**src/rtl/uart_pkg.sv**
```systemverilog
// rtl/uart_pkg.sv - shared UART receiver types, constants and frame helper
package uart_pkg;

    typedef enum logic [2:0] {
        IDLE       = 3'd0,
        START_BIT  = 3'd1,
        DATA_BITS  = 3'd2,
        PARITY_BIT = 3'd3,
        STOP_BIT   = 3'd4
    } rx_state_t;

    localparam int NUMBER_OF_RX_SYNCHRONIZERS = 3;

    // Bits on the wire for one frame: start + data + optional parity + stop.
    function automatic int frame_length(input int data_width, input int parity_enabled);
        return data_width + parity_enabled + 2;
    endfunction

endpackage

```
**src/rtl/uart_synchronizer.sv**
```systemverilog
// rtl/uart_synchronizer.sv - N-flop synchronizer for an asynchronous input, resets high
module uart_synchronizer #(
    parameter int STAGES = 3
) (
    input  logic clk,
    input  logic reset,
    input  logic async_in,
    output logic sync_out
);

    logic [STAGES-1:0] sync_q;

    // Shift the asynchronous input through the flop chain; idle-high line resets to 1.
    always_ff @(posedge clk or negedge reset) begin
        if (!reset) begin
            sync_q <= '1;
        end else begin
            sync_q <= {sync_q[STAGES-2:0], async_in};
        end
    end

    assign sync_out = sync_q[STAGES-1];

endmodule

```
**src/rtl/uart_rx_oversampled.sv**
```systemverilog
// rtl/uart_rx_oversampled.sv - mid-bit sampling UART receiver; UART_RX_FRAMING_CHECK_EN enables stop-bit checking
module uart_rx_oversampled
    import uart_pkg::*;
#(
    parameter int INPUT_DATA_WIDTH = 8,
    parameter int PARITY_ENABLED   = 1,
    parameter int PARITY_TYPE      = 0,
    parameter int CLOCKS_PER_BIT   = 8
) (
    input  logic                        clk,
    input  logic                        reset,
    input  logic                        serial_in,
    output logic [INPUT_DATA_WIDTH-1:0] received_data,
    output logic                        data_is_valid,
    output logic                        rx_error,
    output logic                        framing_error,
    output logic                        rx_busy
);

    localparam int CW = $clog2(CLOCKS_PER_BIT);
    localparam int BW = $clog2(INPUT_DATA_WIDTH);
    localparam logic [CW-1:0] HALF_LAST = CW'(CLOCKS_PER_BIT / 2 - 1);
    localparam logic [CW-1:0] BIT_LAST  = CW'(CLOCKS_PER_BIT - 1);
    localparam logic [BW-1:0] DATA_LAST = BW'(INPUT_DATA_WIDTH - 1);
    localparam logic          ODD       = (PARITY_TYPE != 0);

    rx_state_t state, state_next;

    logic                        serial_in_synced;
    logic                        serial_prev;
    logic                        start_detected;
    logic [CW-1:0]               clk_cnt;
    logic [BW-1:0]               bit_cnt;
    logic [INPUT_DATA_WIDTH-1:0] shift_reg;
    logic                        parity_mismatch;
    logic                        stop_low;

    logic clr_cnt;
    logic shift_en;
    logic bit_inc;
    logic parity_en;
    logic stop_en;

    uart_synchronizer #(
        .STAGES (NUMBER_OF_RX_SYNCHRONIZERS)
    ) u_sync (
        .clk      (clk),
        .reset    (reset),
        .async_in (serial_in),
        .sync_out (serial_in_synced)
    );

    // Previous synchronized value, used to find the falling edge of a start bit.
    always_ff @(posedge clk or negedge reset) begin
        if (!reset) begin
            serial_prev <= 1'b1;
        end else begin
            serial_prev <= serial_in_synced;
        end
    end

    // Only a 1->0 transition starts a frame, so a held-low line cannot retrigger.
    assign start_detected = serial_prev & ~serial_in_synced;

    // FSM state register.
    always_ff @(posedge clk or negedge reset) begin
        if (!reset) begin
            state <= IDLE;
        end else begin
            state <= state_next;
        end
    end

    // Next-state logic and per-sample strobes for the datapath.
    always_comb begin
        state_next = state;
        clr_cnt    = 1'b0;
        shift_en   = 1'b0;
        bit_inc    = 1'b0;
        parity_en  = 1'b0;
        stop_en    = 1'b0;
        case (state)
            IDLE: begin
                if (start_detected) begin
                    state_next = START_BIT;
                    clr_cnt    = 1'b1;
                end
            end
            START_BIT: begin
                if (clk_cnt == HALF_LAST) begin
                    clr_cnt    = 1'b1;
                    state_next = serial_in_synced ? IDLE : DATA_BITS;
                end
            end
            DATA_BITS: begin
                if (clk_cnt == BIT_LAST) begin
                    clr_cnt  = 1'b1;
                    shift_en = 1'b1;
                    if (bit_cnt == DATA_LAST) begin
                        state_next = (PARITY_ENABLED != 0) ? PARITY_BIT : STOP_BIT;
                    end else begin
                        bit_inc = 1'b1;
                    end
                end
            end
            PARITY_BIT: begin
                if (clk_cnt == BIT_LAST) begin
                    clr_cnt    = 1'b1;
                    parity_en  = 1'b1;
                    state_next = STOP_BIT;
                end
            end
            STOP_BIT: begin
                if (clk_cnt == BIT_LAST) begin
                    clr_cnt    = 1'b1;
                    stop_en    = 1'b1;
                    state_next = IDLE;
                end
            end
            default: begin
                state_next = IDLE;
            end
        endcase
    end

    // Clock-per-bit counter runs only while a frame is in progress.
    always_ff @(posedge clk or negedge reset) begin
        if (!reset) begin
            clk_cnt <= '0;
        end else if (clr_cnt || state == IDLE) begin
            clk_cnt <= '0;
        end else begin
            clk_cnt <= clk_cnt + 1'b1;
        end
    end

    // Data bit index; restarts on every start bit.
    always_ff @(posedge clk or negedge reset) begin
        if (!reset) begin
            bit_cnt <= '0;
        end else if (state == START_BIT || (shift_en && !bit_inc)) begin
            bit_cnt <= '0;
        end else if (bit_inc) begin
            bit_cnt <= bit_cnt + 1'b1;
        end
    end

    // LSB-first reception: each sample enters at the MSB and moves down.
    always_ff @(posedge clk or negedge reset) begin
        if (!reset) begin
            shift_reg <= '0;
        end else if (shift_en) begin
            shift_reg <= {serial_in_synced, shift_reg[INPUT_DATA_WIDTH-1:1]};
        end
    end

    // Parity mismatch is latched at the parity sample and cleared for each new frame.
    always_ff @(posedge clk or negedge reset) begin
        if (!reset) begin
            parity_mismatch <= 1'b0;
        end else if (state == START_BIT) begin
            parity_mismatch <= 1'b0;
        end else if (parity_en) begin
            parity_mismatch <= (^shift_reg) ^ serial_in_synced ^ ODD;
        end
    end

`ifdef UART_RX_FRAMING_CHECK_EN
    assign stop_low = ~serial_in_synced;

    // Framing pulse when the stop bit is low and parity was fine.
    always_ff @(posedge clk or negedge reset) begin
        if (!reset) begin
            framing_error <= 1'b0;
        end else begin
            framing_error <= stop_en & ~parity_mismatch & stop_low;
        end
    end
`else
    assign stop_low      = 1'b0;
    assign framing_error = 1'b0;
`endif

    // Registered result pulses; parity errors take precedence over framing.
    always_ff @(posedge clk or negedge reset) begin
        if (!reset) begin
            received_data <= '0;
            data_is_valid <= 1'b0;
            rx_error      <= 1'b0;
        end else begin
            data_is_valid <= 1'b0;
            rx_error      <= 1'b0;
            if (stop_en) begin
                if (parity_mismatch) begin
                    rx_error <= 1'b1;
                end else if (!stop_low) begin
                    received_data <= shift_reg;
                    data_is_valid <= 1'b1;
                end
            end
        end
    end

    assign rx_busy = (state != IDLE);

endmodule

```
**config.mk**
```make
export PLATFORM = sky130hd
export DESIGN_NAME = uart_rx_oversampled
export DESIGN_NICKNAME = d
export VERILOG_FILES = /design/src/rtl/uart_pkg.sv /design/src/rtl/uart_synchronizer.sv /design/src/rtl/uart_rx_oversampled.sv
export SDC_FILE = /design/constraint.sdc
export NUM_CORES = 1
export LEC_CHECK = 0
export CAP_MARGIN = 20
export CORE_UTILIZATION = 46
export CTS_CLUSTER_SIZE = 20
export DETAILED_ROUTE_END_ITERATION = 10
export GPL_ROUTABILITY_DRIVEN = 0
export GPL_TIMING_DRIVEN = 0
export PLACE_DENSITY = 0.67
export SETUP_SLACK_MARGIN = 0.15
export SLEW_MARGIN = 20
export SYNTH_ARGS = -nofsm -noshare
export SYNTH_HDL_FRONTEND = slang
export SYNTH_SLANG_ARGS = --single-unit
```
**constraint.sdc**
```tcl
create_clock -name clk -period 4.4 [get_ports clk]
set_input_delay 0.88 -clock clk [delete_from_list [all_inputs] [get_ports clk]]
set_output_delay 0.88 -clock clk [all_outputs]
set_load 0.01 [all_outputs]
```
==> qor.csv <==
metric,value,unit
drive_gt1_share,27.91,%
peakVddDrop,0.0002613,V
hold_buffers,0,
ys_seq_area_share,56.39,%
synthFlopType,dfrtp_1,
final_area,1655,um^2
clockPowerShare,25.5,%
synth_seq_cells,32,
antenna_cells,0,
maxSlewViolCount,0,
status,"finished, final reports clean",
dp.final_hpwl,1.478,mm
cp-end-kind,output pin,
power_density,409.6,nW/um^2
grt_max_degree,33,
drt_iter0_markers,13,
wl_met2,1.028,mm
clock_skew,0.005737,ns
cp_slowest_stage_delay,0.48,ns
ctsResizeCount,0,
syn-num-nets,116,
ys_top_cells_by_count,"dfrtp_1, mux2_2, nor2_1",
vias,855,
grt_pass1_wl,3.926,mm
coreArea,2853,um^2
reg2reg_to,shift_reg[7]$_DFFE_PN0P_,
finalSetupTns,0,ns
min_to,u_sync.sync_q[2]$_DFF_PN1_,
cts_buffer_depth,2,
area_growth,15.85,%
cp_slowest_cell,clkdlybuf4s50_1,
grt_pass1_vias,894,
tightest_slew,0.6820,ns
fmax,0.3847,GHz
power_leakage,0.0007915,uW
clk_latency,0.33,ns
synth_top_area_share,49.04,%
setup_violations,0,
worstHoldStart,u_sync.sync_q[1]$_DFF_PN1_,
min_path_cells,0,
dpl_cell_area,1593,um^2
die_x,57.74,um
rsz0062_at_grt,no,
period_needed,2.599,ns
antenna_found_initial,0,
post_drt_wl_per_cell,13.29,um
numCtsBuffers,5,
die_area,3333,um^2
die-height,57.74,um
rows,19,
firstDrtPassIters,6,
p_switching,206.0,uW
synth.most_common_cell,dfrtp_1,
internal_power,472.0,uW
top_layer,met3,
cts_max_level,2,
drc,0,
post-place-cells,152,
r2r_slack,2.56,ns
cap_violations,0,
synth.largest_area_cell,dfrtp_1,
start_util,50.09,%
fillers,254,
worstPathArrival,1.72,ns
syn_area,1429,um^2
synth_cells,108,
hold_path_class,register to register,
ys_async_sr_fraction,100.0,%
crit_path_cell_trace,"buf_6, or3_1, clkdlybuf4s50_1",
worstRegToRegCells,6,
critPathKind,register to output pin,
startpoint_type,register,
drt_wl_total,2.127,mm
cts_tree,yes,
ys_warn_count,0,
grt.total_usage,15.83,%
timing.slew.headroom,54.54,%
synthTopCellsByArea,"dfrtp_1, mux2_2, dfstp_2, ha_1, xnor2_1",
overflow,0,
cts.sinks,32,
synth_edf_count,0,
required,3.52,ns
dr_wl_met3,103,um
synth_cell_types,32,
ios,15,
r2r-start,clk_cnt[0]$_DFF_PN0_,
portBuffers,13,
power_frac_comb,22.8,%
switching_share,30.38,%
final_nets,136,
syn_area_per_cell,13.23,um^2
fin_cells,160,
viasPerCell,5.344,
sequentialPowerShare,51.7,%
hold_viol,0,
finalCritPeriodShare,59.08,%
worst-path-max-fanout,10,
ctsRootBufferMaster,clkbuf_4,
ant_nets,0,
postCtsSetupBuffers,0,
clkSlewWorstSetupHoldPaths,0.09,ns
wl_met1,995,um
## through the flow
step                      setup WS, ns  utilization (%)  power [uW]  hold slack [ns]
final                            1.801            58.03       677.9           0.3642
after global routing             1.748            58.03       723.3           0.3708
after CTS                        1.782            58.03       688.9           0.3631
after detailed placement         2.153            55.83       512.0           0.3488
after global placement           1.840            56.01       503.7           0.3462
after floorplan                  2.593                -       467.2           0.3452
## metal layers
layer	vias up	track usage [%]
met1	431	19.52
met2	18	25.91
met5	-	0
met4	0	7.143
met3	0	4.688
li1	406	-
## worst max path at each step
stage,start,cells past startpoint,endpoint
after floorplan,state[1]$_DFFE_PN0P_,2,rx_busy
after global placement,reset,1,received_data[4]$_DFFE_PN0P_
after detailed placement,state[1]$_DFFE_PN0P_,3,rx_busy
after CTS,state[1]$_DFFE_PN0P_,3,rx_busy
after global routing,state[1]$_DFFE_PN0P_,3,rx_busy
final,state[1]$_DFFE_PN0P_,3,rx_busy
## cell type report
cell class	instances	area, um^2	area share [%]
Buffer	4	33.78	2.041
Clock buffer	7	55.05	3.326
Clock inverter	1	7.507	0.4535
Inverter	4	15.01	0.9070
Multi-Input combinational cell	68	574.3	34.69
Sequential cell	32	805.8	48.68
Tap cell	31	38.79	2.343
Timing Repair Buffer	13	125.1	7.559
## power groups by stage
stage,combinational (uW),clock (uW),sequential [uW]
floorplan,117,0,350
global placement,149,0,355
detailed placement,156,0,356
CTS,156,182,351
global route,175,193,355
finish,155,173,350
## layout by cell type (no fill, tap or decap)
master and count:
xnor3_1 1, clkdlybuf4s50_1 12, dfrtp_1 28, xnor2_1 6, mux2i_1 1, o21ai_0 4, clkbuf_1 1, clkbuf_8 1
nor2_1 9, buf_4 3, buf_2 1, conb_1 1, nor2_2 1, nand2_1 2, nand3b_1 2, clkinvlp_4 1
or3_1 1, a21oi_1 4, or2_2 1, nand2b_1 1, nor4b_1 1, nor3_1 2, nor2_4 1, inv_1 4
a211oi_1 1, clkbuf_4 5, mux2_1 2, dfstp_2 4, buf_6 1, o31ai_1 1, ha_1 5, nor2_8 1
nand3_2 1, nor2b_1 2, mux2_2 14, o21ai_1 1, a32oi_1 1, nand3b_4 1
## worst max-delay path: cells and delay by family, from the launching register on
family,cells,cell delay [ns]
buf+inv,2,0.64
flops,1,0.42
simple gates,1,0.34
## cells by family after synthesis
group | after synthesis | synth area share (%)
XOR/XNOR | 7 | 5.254
AO/OA/AOI/OAI | 12 | 4.816
flip-flops | 32 | 56.39
AND/OR/NAND/NOR | 26 | 12.17
buffers and inverters | 8 | 3.415
multiplexers | 17 | 13.31
adder cells (fa/ha/maj) | 5 | 4.378
other | 1 | 0.2624
Note: power is estimated with default switching activity, not from simulation.
